## config.mk

```make
export PLATFORM = sky130hd
export DESIGN_NAME = rhs2116_seq_master
export DESIGN_NICKNAME = d
export VERILOG_FILES = /design/src/rtl/rhs2116_seq_master.sv
export SDC_FILE = /design/constraint.sdc
export NUM_CORES = 1
export LEC_CHECK = 0
export CORE_MARGIN = 2
export CORE_UTILIZATION = 40
export CTS_BUF_LIST = sky130_fd_sc_hd__clkbuf_8
export DETAILED_ROUTE_END_ITERATION = 10
export DONT_BUFFER_PORTS = 1
export GPL_ROUTABILITY_DRIVEN = 0
export PLACE_DENSITY_LB_ADDON = 0.3
export SYNTH_ARGS = -nofsm -noshare
export SYNTH_HDL_FRONTEND = slang
export SYNTH_SLANG_ARGS = --single-unit
```

## constraint.sdc

```tcl
create_clock -name clk_spi -period 10.5 [get_ports clk_spi]
set_input_delay 2.1 -clock clk_spi [delete_from_list [all_inputs] [get_ports clk_spi]]
set_output_delay 2.1 -clock clk_spi [all_outputs]
set_load 0.02 [all_outputs]
```

## src/rtl/rhs2116_seq_master.sv

```systemverilog
// SPI sequencer for the RHS2116: round-robin CONVERT polling over enabled channels plus a host one-shot command port.
// Optional feature: define RHS_SEQ_SWEEP_CNT_EN to build the completed-sweep counter driving sweep_cnt.
module rhs2116_seq_master #(
    parameter int CLK_DIV       = 2,
    parameter int CS_GAP_CYCLES = 16,
    parameter int NUM_CH        = 16,
    parameter int PIPE_DEPTH    = 2
) (
    input  logic        clk_spi,
    input  logic        rst_n,
    input  logic        enable,
    input  logic [15:0] ch_mask,
    input  logic        cmd_valid,
    input  logic [31:0] cmd_data,
    output logic        cmd_ready,
    output logic        cs_n,
    output logic        sclk,
    output logic        mosi,
    input  logic        miso,
    output logic [31:0] rx_data,
    output logic        rx_valid,
    output logic [4:0]  rx_tag,
    output logic        busy,
    output logic [15:0] sweep_cnt
);
    typedef enum logic [1:0] {IDLE, LOAD, TRANS, GAP} state_t;

    localparam logic [15:0] CH_VALID = 16'((32'd1 << NUM_CH) - 32'd1);
    localparam logic [15:0] DIV_LAST = 16'(CLK_DIV - 1);
    localparam logic [15:0] GAP_LAST = 16'(CS_GAP_CYCLES - 1);
    localparam logic [4:0]  NUM_CH5  = 5'(NUM_CH);
    localparam logic [3:0]  LAST_CH  = 4'(NUM_CH - 1);
    localparam logic [2:0]  PIPE3    = 3'(PIPE_DEPTH);

    state_t      state, state_nxt;
    logic [15:0] eff_mask, div_cnt, gap_cnt;
    logic [4:0]  bit_cnt, idx, cur_tag;
    logic [3:0]  ptr, ptr_nxt, sel_ch;
    logic [4:0]  tag_pipe [PIPE_DEPTH];
    logic [2:0]  frame_cnt;
    logic [30:0] tx_shift, rx_shift;
    logic [31:0] conv_word;
    logic        sel_found, poll_req, div_done, last_edge, conv_load, host_load;

    assign eff_mask  = ch_mask & CH_VALID;
    assign poll_req  = enable && (eff_mask != 16'h0000);
    assign host_load = (state == LOAD) && cmd_valid;
    assign conv_load = (state == LOAD) && !cmd_valid && enable && sel_found;
    assign cmd_ready = host_load;
    assign busy      = (state != IDLE);
    assign div_done  = (div_cnt == DIV_LAST);
    assign last_edge = (state == TRANS) && div_done && !sclk && (bit_cnt == 5'd31);
    assign conv_word = {4'b0000, 1'b1, 1'b0, 4'b0000, 2'b00, sel_ch, 16'h0000};
    assign ptr_nxt   = (sel_ch == LAST_CH) ? 4'h0 : sel_ch + 4'h1;

    // Circular search for the first enabled channel starting at the poll pointer.
    always_comb begin
        sel_found = 1'b0;
        sel_ch    = 4'h0;
        idx       = 5'h00;
        for (int i = 0; i < NUM_CH; i++) begin
            idx = {1'b0, ptr} + 5'(i);
            if (idx >= NUM_CH5) idx = idx - NUM_CH5;
            if (!sel_found && eff_mask[idx[3:0]]) begin
                sel_found = 1'b1;
                sel_ch    = idx[3:0];
            end
        end
    end

    always_comb begin
        state_nxt = state;
        case (state)
            IDLE:    if (cmd_valid || poll_req) state_nxt = LOAD;
            LOAD:    state_nxt = (host_load || conv_load) ? TRANS : IDLE;
            TRANS:   if (last_edge) state_nxt = GAP;
            GAP:     if (gap_cnt == GAP_LAST) state_nxt = (cmd_valid || poll_req) ? LOAD : IDLE;
            default: state_nxt = IDLE;
        endcase
    end

    always_ff @(posedge clk_spi or negedge rst_n) begin
        if (!rst_n) state <= IDLE;
        else        state <= state_nxt;
    end

    always_ff @(posedge clk_spi or negedge rst_n) begin
        if (!rst_n) begin
            cs_n      <= 1'b1;
            sclk      <= 1'b0;
            mosi      <= 1'b0;
            rx_valid  <= 1'b0;
            rx_data   <= 32'h0;
            rx_tag    <= 5'h00;
            ptr       <= 4'h0;
            div_cnt   <= 16'h0;
            gap_cnt   <= 16'h0;
            bit_cnt   <= 5'h00;
            cur_tag   <= 5'h00;
            frame_cnt <= 3'h0;
            tx_shift  <= 31'h0;
            rx_shift  <= 31'h0;
            for (int i = 0; i < PIPE_DEPTH; i++) tag_pipe[i] <= 5'h00;
        end else begin
            rx_valid <= 1'b0;
            case (state)
                IDLE: begin
                    frame_cnt <= 3'h0;
                    for (int i = 0; i < PIPE_DEPTH; i++) tag_pipe[i] <= 5'h00;
                end
                LOAD: if (host_load || conv_load) begin
                    cs_n    <= 1'b0;
                    sclk    <= 1'b0;
                    div_cnt <= 16'h0;
                    bit_cnt <= 5'h00;
                    if (host_load) begin
                        tx_shift <= cmd_data[30:0];
                        mosi     <= cmd_data[31];
                        cur_tag  <= 5'h10;
                    end else begin
                        tx_shift <= conv_word[30:0];
                        mosi     <= conv_word[31];
                        cur_tag  <= {1'b0, sel_ch};
                        ptr      <= ptr_nxt;
                    end
                end
                TRANS: if (!div_done) begin
                    div_cnt <= div_cnt + 16'h1;
                end else begin
                    div_cnt <= 16'h0;
                    sclk    <= ~sclk;
                    if (!sclk) begin
                        rx_shift <= {rx_shift[29:0], miso};
                        bit_cnt  <= bit_cnt + 5'h01;
                        // Frame end: results lag the request by PIPE_DEPTH frames, so report the oldest tag.
                        if (bit_cnt == 5'd31) begin
                            gap_cnt <= 16'h0;
                            if (frame_cnt >= PIPE3) begin
                                rx_valid <= 1'b1;
                                rx_data  <= {rx_shift, miso};
                                rx_tag   <= tag_pipe[PIPE_DEPTH-1];
                            end else begin
                                frame_cnt <= frame_cnt + 3'h1;
                            end
                            tag_pipe[0] <= cur_tag;
                            for (int i = 1; i < PIPE_DEPTH; i++) tag_pipe[i] <= tag_pipe[i-1];
                        end
                    end else begin
                        tx_shift <= {tx_shift[29:0], 1'b0};
                        mosi     <= tx_shift[30];
                    end
                end
                GAP: begin
                    cs_n <= 1'b1;
                    sclk <= 1'b0;
                    mosi <= 1'b0;
                    if (gap_cnt != GAP_LAST) gap_cnt <= gap_cnt + 16'h1;
                end
                default: ;
            endcase
        end
    end

`ifdef RHS_SEQ_SWEEP_CNT_EN
    logic [15:0] sweep_q;

    // A sweep completes whenever the pointer moves back to a lower-or-equal channel.
    always_ff @(posedge clk_spi or negedge rst_n) begin
        if (!rst_n)                            sweep_q <= 16'h0;
        else if (conv_load && ptr_nxt <= ptr) sweep_q <= sweep_q + 16'h1;
    end

    assign sweep_cnt = sweep_q;
`else
    assign sweep_cnt = 16'h0000;
`endif

endmodule

```

; Word level (Yosys, flattened, before mapping)
; Cells that the tools add are included.
[classes]
n_addsub = 36
mul = 0
div = 0
magnitude_cmp = 33
eq_ne = 18
n_shift = 0
n_mux = 128
bitwise = 2
reduce_logical = 64
[op_table]
columns = op, count
row1 = $mux W4, 33
row2 = $mux W31, 4
row3 = $mux W16, 6
row4 = $lt A4 B5 Y1 const B, 16
row5 = $ge A5 B5 Y1 const B, 15
row6 = $bmux W1 S4, 16
row7 = $pmux W16 S2, 2
row8 = $sub A4 B1 Y4 const B, 16
row9 = $pmux W31 S2, 1
row10 = $mux W1, 44
row11 = $add A4 B4 Y5 const B, 8
row12 = $add A16 B1 Y16 const B, 2
row13 = $mux W10, 3
row14 = $logic_and A1 B1 Y1, 23
row15 = $add A4 B3 Y5 const B, 4
row16 = $mux W5, 4
row17 = $pmux W10 S2, 1
row18 = $logic_not A1 Y1, 17
row19 = $eq A16 B1 Y1 const B, 1
row20 = $eq A16 B4 Y1 const B, 1
row21 = $ne A16 B4 Y1 const B, 1
row22 = $ne A2 B2 Y1 const B, 8
row23 = $reduce_and A4 Y1, 4
row24 = $reduce_bool A16 Y1, 1
row25 = other kinds (27), 50
[word_totals]
ff_bits = 164
latchBits = 0
mem_bits_rw = 0
romBits = 0
in_bits = 53
output_inout_bits = 59
mem_count = 0

; Longest topological paths before layout
[depth]
ltp_word = 54
ltp_mapped = 20

; Worst setup path after synthesis
; Ideal clock, no wire load.
[synth_path]
path_type = in2reg
from = input ch_mask[7]
to = register ptr[3]
setup_time_ps = 88
arrival_ps = 5379
required_ps = 10412
path_slack_ps = 5033
stages = 12
path_buffers = 0
path_cell_list = mux4_1 -> mux2_4 -> a221oi_4 -> and4_4 -> and3_4 -> and3_2 -> nand2_2 -> a31o_1 -> or2_2 -> ha_1 -> or4_1 -> a41oi_1
[synth_via]
elab_chain_cells = 51
word_cells_on_any_way = 100
classes_between = 1 x add/sub / 1 x eq/ne / 65 x mux / 33 x reduce/logical
[synth_lines]
columns = item, line
row1 = from (decl), 12  ; input logic [15:0] ch_mask,
row2 = branches (longest 51 deep; another with $bmux W1 S4), n/a
row3 = to (signal assigned), 124  ; ptr <= ptr_nxt;
row4 = to (decl), 38  ; logic [3:0] ptr, ptr_nxt, sel_ch;
; Parallel ways; which one is timed is not known. The select of a mux whose other input is x is not followed.
; A chain may end at the register's enable or synchronous reset.

; Final worst setup path
[layout_path]
from = register ptr[1]
to = register tx_shift[18]
[layout_via]
elab_chain_cells = 54
word_cells_on_any_way = 164
classes_between = 31 x add/sub / 16 x order compare / 1 x eq/ne / 83 x mux / 33 x reduce/logical
[layout_lines]
columns = item, line
row1 = branches (longest 54 deep; another with $add A4 B1 Y5), n/a
row2 = to (signal assigned), 117  ; tx_shift <= cmd_data[30:0];
row3 = to (signal assigned), 121  ; tx_shift <= conv_word[30:0];
row4 = to (signal assigned), 149  ; tx_shift <= {tx_shift[29:0], 1'b0};
row5 = to (decl), 41  ; logic [30:0] tx_shift, rx_shift;
; Parallel ways; which one is timed is not known. The select of a mux whose other input is x is not followed.

==> key figures <==
Clock tree
  – Inserted Clock Buffers: 17
  – CTS Root Buffer Type: sky130_fd_sc_hd__clkbuf_8
  – Clk Latency, worst-skew pair: 0.46 ns
  – Number of H-tree levels: 4
  – TritonCTS Sinks: 164
  – Maximum buffer depth of the clock tree: 2
  – Clock-pin slew reported for the worst setup and hold paths after clock tree synthesis: roughly 0.090 ns
  – CTS-repair resized insts: 0
  – Clock tree from TritonCTS: done
  – Setup Fix Bufs, Post-CTS: 0
  – Hold buffer count at CTS: 0

Logic synthesis
  – Async set-reset flop share out of synthesis: 100%
  – Post-synthesis share of cell area spent on and, or, nand and nor gates: 17.0%
  – Post-synth top area share: 43.1%
  – Cell accounting for the most synthesized area: sky130_fd_sc_hd__dfrtp_1
  – Dominant combinational cell family by area after synthesis: simple AND/OR/NAND/NOR gates
  – Mux share of post-synthesis cell area: 14.8%
  – Primary flip-flop cell chosen by synthesis mapping: sky130_fd_sc_hd__dfrtp_1
  – Adder-cell share of the synthesized area: 1.85%
  – Compound-cell area share of the yosys netlist: 15.8%
  – Syn avg cell area: 9.75 µm²
  – EDFF count, synth: 0
  – Biggest area contributors in the synthesized netlist: sky130_fd_sc_hd__dfrtp_1 43%, sky130_fd_sc_hd__nand2_1 8.0%, sky130_fd_sc_hd__mux4_2 6.4%, sky130_fd_sc_hd__o21ai_0 4.4%, sky130_fd_sc_hd__mux2_2 4.4%
  – Xor/xnor cell area share of the yosys netlist: 2.57%
  – Flop and latch count out of synthesis: 164
  – Post-synthesis cell count: 970
  – Post-synthesis instance area: 9450 µm²
  – Synthesis Warnings: 0
  – Synth cell types: slightly above 80
  – Register area share after synthesis: between 40% and 50%

Timing
  – Clock Skews: 0.0185 ns
  – Actual transition at the worst max-transition pin: about 1.2 ns
  – Shortest clock period the worst path allows after layout: 5.61 ns
  – Final count of negative-setup-slack endpoints: 0
  – Sum of negative setup slack: 0 ns
  – Setup repair after global routing missed its margin: no
  – Number of max-slew violations in the final report: 0
  – Slew headroom: a little over a fifth
  – Final Cycle Share: 53.5%
  – Final count of hold timing violations: 0
  – Fmax: approximately 180 MHz

Global route
  – Met1 layer usage reported by global route: roughly a quarter
  – Number of global-route vias before repair: about 6,700
  – Total congestion overflow: 0
  – GR met2 Demand/Resource: 27.0%
  – Initial antenna violation count: 1
  – Wire length of the first global-routing pass: 35,400 µm
  – Global routing usage on met3: 4.79%
  – Most heavily used metal layer in global routing: met2
  – Maximum number of pins on one net before global-route repair: 165
  – Global Route Usage Sum: 17.8%

Setup path
  – Crit path required time: 10.83 ns
  – Critical path type: flip-flop to flip-flop
  – CP arrival: 5.95 ns
  – Start point of the critical path: ptr[1]
  – Highest fanout seen on the critical path: 61
  – Capturing element type of the critical path: flip-flop
  – R2r startpoint: ptr[1]
  – Kind of launch point of the worst setup path: flip-flop

Pwr
  – Pleak: 4.57 nW
  – PnR Total Power: 3.30 mW
  – Worst vdd ir: between 0.2 and 0.25 mV
  – Power per cell area: 327 nW/µm²

Layout
  – Post-route core utilization: between 40% and 50%
  – FILL cells: 2,263
  – Antenna diode count: 0
  – Area of all sequential standard cells: 4110 µm²
  – Area of combinational cells with multiple inputs: 4990 µm²
  – Area growth, synth to finish: 6.43%
  – Share of post-route cells with drive strength above 1: 13.2%
  – Layout Nets: 1,016

Job
  – Total of max-cap violations: 0

Placement
  – Input/output buffers: 0
  – Detail Placement HPWL: about 15,000 µm

Worst hold path
  – Worst min-delay path startpoint: tag_pipe[4]
  – Path type of the worst min-delay path: flip-flop to flip-flop

Detailed routing
  – Post-route DRC violation count: 0
  – Iteration count of the initial detailed-routing pass: 5
  – Number of vias in the routed layout: 7,202
  – Detailed-route wire length: 21,800 µm
  – Number of routed nets with antenna violations: 0
  – Avg WL per Cell: 17.0 µm
  – Average vias per placed instance: 5.62
  – DRC violation total after the first TritonRoute iteration: 622

Floorplan
  – Floorplan die area: about 25,000 µm²
  – Effective utilization at floorplan: 40.5%
  – Die Wd: 158 µm
  – Row Count: 56
  – Height of the chip: 158 µm
  – Total core area: around 23,000 µm²
  – IO Pins: 112

Status
  – Outcome: complete, no violations
[critical path: stages (launching register included)]
cell,delay [ns]
sky130_fd_sc_hd__dfrtp_1,0.33
sky130_fd_sc_hd__buf_4,0.39
sky130_fd_sc_hd__inv_1,0.27
sky130_fd_sc_hd__ha_1,0.83
sky130_fd_sc_hd__mux4_2,0.66
sky130_fd_sc_hd__mux2i_1,0.40
sky130_fd_sc_hd__mux2_2,0.29
sky130_fd_sc_hd__and4_4,0.26
sky130_fd_sc_hd__and3_4,0.23
sky130_fd_sc_hd__a41oi_1,0.16
sky130_fd_sc_hd__o21ai_1,0.62
sky130_fd_sc_hd__a21boi_4,0.27
sky130_fd_sc_hd__buf_4,0.43
sky130_fd_sc_hd__nor2_1,0.10
sky130_fd_sc_hd__a22o_1,0.21
[cells in the mapped netlist, drive strengths merged (4+ instances only)]
| library cell | count |
|---|---|
| a21boi | 4 |
| a21o | 5 |
| a21oi | 23 |
| a22o | 15 |
| a22oi | 27 |
| a41oi | 4 |
| and2 | 7 |
| and3 | 15 |
| buf | 32 |
| clkbuf | 32 |
| dfrtp | 163 |
| ha | 14 |
| inv | 20 |
| mux2 | 38 |
| mux2i | 30 |
| mux4 | 29 |
| nand2 | 203 |
| nand2b | 5 |
| nand3 | 16 |
| nand4 | 8 |
| nor2 | 61 |
| nor2b | 5 |
| nor3 | 10 |
| nor4 | 8 |
| o211ai | 11 |
| o21ai | 85 |
| o22ai | 12 |
| o31ai | 4 |
| or2 | 4 |
| or3 | 4 |
| xnor2 | 12 |
| xor2 | 14 |
[cells in the final DEF (no fill, tap or decap), types with 3 or more instances in the layout]
cell	n
sky130_fd_sc_hd__nand2_1	201
sky130_fd_sc_hd__dfrtp_1	163
sky130_fd_sc_hd__o21ai_0	84
sky130_fd_sc_hd__nor2_1	58
sky130_fd_sc_hd__mux2_2	37
sky130_fd_sc_hd__mux2i_1	29
sky130_fd_sc_hd__mux4_2	27
sky130_fd_sc_hd__a22oi_1	27
sky130_fd_sc_hd__a21oi_1	23
sky130_fd_sc_hd__inv_1	20
sky130_fd_sc_hd__clkbuf_8	17
sky130_fd_sc_hd__nand3_1	16
sky130_fd_sc_hd__conb_1	16
sky130_fd_sc_hd__a22o_1	15
sky130_fd_sc_hd__xor2_1	14
sky130_fd_sc_hd__ha_1	14
sky130_fd_sc_hd__o22ai_1	12
sky130_fd_sc_hd__and3_1	12
sky130_fd_sc_hd__xnor2_1	10
sky130_fd_sc_hd__o211ai_1	10
sky130_fd_sc_hd__nor3_1	9
sky130_fd_sc_hd__buf_4	9
sky130_fd_sc_hd__nand4_1	8
sky130_fd_sc_hd__nor4_1	8
sky130_fd_sc_hd__inv_6	7
sky130_fd_sc_hd__and2_1	6
sky130_fd_sc_hd__nand2b_1	5
sky130_fd_sc_hd__nor2b_1	5
sky130_fd_sc_hd__a21o_1	5
sky130_fd_sc_hd__o31ai_1	4
sky130_fd_sc_hd__or3_1	4
sky130_fd_sc_hd__a41oi_1	4
sky130_fd_sc_hd__or2_2	3
sky130_fd_sc_hd__nor3b_1	3
sky130_fd_sc_hd__a211o_1	3
sky130_fd_sc_hd__a31oi_1	3
sky130_fd_sc_hd__o32a_1	3
sky130_fd_sc_hd__bufinv_16	3
[metal layers]
| metal | vias up | part of all wire (%) |
|---|---|---|
| met5 | - | 0.060 |
| met4 | 2 | 1.9 |
| met3 | 32 | 5.9 |
| met2 | 231 | 45 |
| met1 | 3506 | 47 |
| li1 | 3431 | - |
[power breakdown]
part	total [mW]	switching, mW	internal [mW]
registers	0.867	0.108	0.758
clock network	0.490	0.248	0.242
logic	1.94	1.18	0.757
total	3.30	1.54	1.76
[registers in the layout, summed over array words and instances, names as in the netlist, 5 cells and up, named ones only]
signal and count:
rx_data 32, tx_shift 31, cur_tag 5, tag_pipe 10
rx_shift 31, gap_cnt 16, bit_cnt 5, rx_tag 5
div_cnt 16
[through the flow]
stage | instance area (µm²) | setup WS (ns) | hold slack, ns | std cells
after floorplan | 9510 | 5.03 | 0.435 | 985
after global placement | 9640 | 4.72 | 0.451 | 1249
after detailed placement | 9640 | 4.65 | 0.461 | 1249
after CTS | 10100 | 4.92 | 0.482 | 1281
after global routing | 10100 | 4.38 | 0.495 | 1281
final | 10100 | 4.89 | 0.473 | 1281
[layout make-up]
class,count,area share [%]
Clock inverter,15,1.90
Timing Repair Buffer,9,0.671
Multi-Input combinational cell,736,49.6
Inverter,21,0.783
Sequential cell,164,40.8
Clock buffer,17,2.33
Tap cell,319,3.97
[worst paths after layout]
| kind | end | slack (ns) | cells past startpoint |
|---|---|---|---|
| worst min register to register | rx_tag[4] | 0.47 | 2 |
| max in group asynchronous | cs_n | 8.92 | 0 |
| worst max-delay path | tx_shift[18] | 4.89 | 14 |
| worst max register to register | tx_shift[18] | 4.89 | 14 |
| min in group asynchronous | rx_data[18] | 1.32 | 0 |
| worst min-delay path | rx_tag[4] | 0.47 | 2 |
[cell families after synthesis]
logic type,count (synthesis)
buffers and inverters,85
DFF,164
xor gates and xnor gates,26
adders and majority gates,14
other,1
and+or+nand+nor,359
AOI/OAI and AO/OA,224
muxes,97
(Power assumes the default switching activity.)
==> RTL edit: new RTL, same flow settings <==
The parameter `NUM_CH` goes from 16 to 15.
--- a/src/rtl/rhs2116_seq_master.sv
+++ b/src/rtl/rhs2116_seq_master.sv
@@ -5,3 +5,3 @@
     parameter int CS_GAP_CYCLES = 16,
-    parameter int NUM_CH        = 16,
+    parameter int NUM_CH        = 15,
     parameter int PIPE_DEPTH    = 2
Formal check against the unedited RTL: not equivalent (Yosys sat finds a counterexample within 4 cycles, from zero or initial values and one cycle with rst_n low).
==> RTL edit against the unedited design <==
Via count up 78%; final area up 40%; area after synthesis up 44%; sequential cell count unchanged; routed wire length up 89%; count of clock-buffer cells in the layout up 2; first-iteration DRC count up 130%; setup slack worse by 1.3 ns; critical endpoint unchanged; largest cell class unchanged; highest routed layer is now met4.
Power is not shown: default switching activity piles up to over one toggle a cycle in this logic, so the estimate is an artifact.
==> RTL edit: results (changes against the unedited design) <==
- Status: completed
- Ratio of cells with drive above 1 in the final layout: 10.1% (-3.1 points)
- Filler cells: 3,380 (+49%)
- Vias post-DR: 12,800 (+78%)
- Worst-Skew Late Latency: 0.46 ns (about the same)
- Largest net degree at the start of global routing: 165 (unchanged)
- 1st-iter DRT viols: 1,426 (+130%)
- Commonest cells in the netlist: nand2_1, dfrtp_1, o21ai_0
- Root Driver: clkbuf_8
- Antenna violations before repair: 0 (-1)
- Top Registers: rx_data (32), rx_shift (31), tx_shift (31)
- Number of setup buffers added after CTS: 0 (unchanged)
- Warnings, synthesis: 0 (unchanged)
- Clock Skew: 0.0157 ns (-0.00281 ns)
- Final period utilization: 66.2% (+13 points)
- Diode count: 0 (unchanged)
- Crit path DAT: 7.30 ns (+1.35 ns)
- Htree depth: 4 (unchanged)
- CP Max Fanout: 57 (-6.6%)
- GRT Resource Usage Total: 23.1% (+5.4 points)
- HPWL Detailed: 27,700 um (+86%)
- Synth unique cells: 97 (+18%)
- Main area contributors after synthesis: dfrtp_1, nand2_1, mux2i_1
- Slew HR: 21.5% (+0.32 points)
- 1st-pass router iterations: 6 (+1)
- Register area share after synthesis: 30.1% (-13 points)
- Main synth FF type: dfrtp_1
- # resized after CTS: 0 (unchanged)
- Total clock buffers created by CTS: 17 (unchanged)
- Share of synthesized registers carrying an async set or reset: 100% (unchanged)
- I/O Buffers: 0 (unchanged)
- Final setup viols: 0 (unchanged)
- Worst slack, placed: 3.62 ns (-1.03 ns)
- Routed WL per cell: 20.2 um (+18%)
- Hold Crit Class: flop to flop
- Nets: 1,661 (+63%)
- First-pass GRT wire length: 66,700 um (+88%)
- Clock-pin slew on the worst setup and hold paths: 0.10 ns
- Vias in the first global route: 12,000 (+79%)
## RTL edit: changes by cell type after synthesis, moves of 20 or more
cell / change
mux2i_1: +40
inv_1: +21
nand2b_1: +21
nor2_1: +26
nand2_1: +83
clkbuf_1: +54
nand3_1: +28
a21oi_1: +59
o21ai_0: +41
a31oi_1: +20
nor3_1: +26
## RTL edit: final timing paths
check / cells past startpoint / end / from
max: 15 / tx_shift[18] / ptr[0]
min: 2 / rx_data[31] / rx_shift[30]
max reg2reg: 15 / tx_shift[18] / ptr[0]
min reg2reg: 2 / rx_data[31] / rx_shift[30]
max in group asynchronous: 0 / ptr[0] / rst_n
min in group asynchronous: 0 / rx_shift[7] / rst_n
## RTL edit: stage by stage
step | area [sq um] | std cells | hold slack, ns
global placement | 13700 | 2015 | 0.454
global route | 14100 | 2047 | 0.502
floorplan | 13700 | 1689 | 0.435
finish | 14100 | 2047 | 0.470
detailed placement | 13700 | 2015 | 0.450
CTS | 14100 | 2047 | 0.471
## RTL edit: cells by family after synthesis
group / after synthesis / synth area share, %
simple gates: 627 / 22.0
compound gates: 492 / 24.7
buf+inv: 183 / 5.97
flops: 164 / 30.1
mux: 134 / 11.7
xor+xnor: 51 / 3.50
fa+ha+maj: 22 / 2.02
other cells: 1 / 0.0275
## RTL edit: per-layer routing
layer / global-route usage, % / routed length [um]
met3: 5.51 / 4080
met1: 31.8 / 17500
met5: 0 / 0
met2: 35.1 / 18100
met4: 8.98 / 1540
## RTL edit: area by class of cell
| type | instances | area (sq um) | share of cell area [%] |
|---|---|---|---|
| multi-input combinational | 1342 | 8770 | 62.0 |
| tap | 448 | 561 | 3.97 |
| clock buffer | 19 | 262 | 1.85 |
| inverter | 40 | 150 | 1.06 |
| timing repair buffer | 21 | 158 | 1.12 |
| clock inverter | 13 | 133 | 0.938 |
| sequential | 164 | 4110 | 29.0 |
## RTL edit: critical path, cell delays in order, from the launching register on
cell	delay [ns]
dfrtp_2	0.65
inv_1	0.17
buf_4	0.39
ha_1	0.64
inv_1	0.44
a32o_1	0.35
a221oi_2	0.48
mux4_2	0.59
nor2_1	0.18
o32ai_2	0.21
nor4_2	0.59
a41oi_2	0.26
o21ai_1	0.66
and2_2	0.85
nor2_1	0.11
a22o_1	0.22
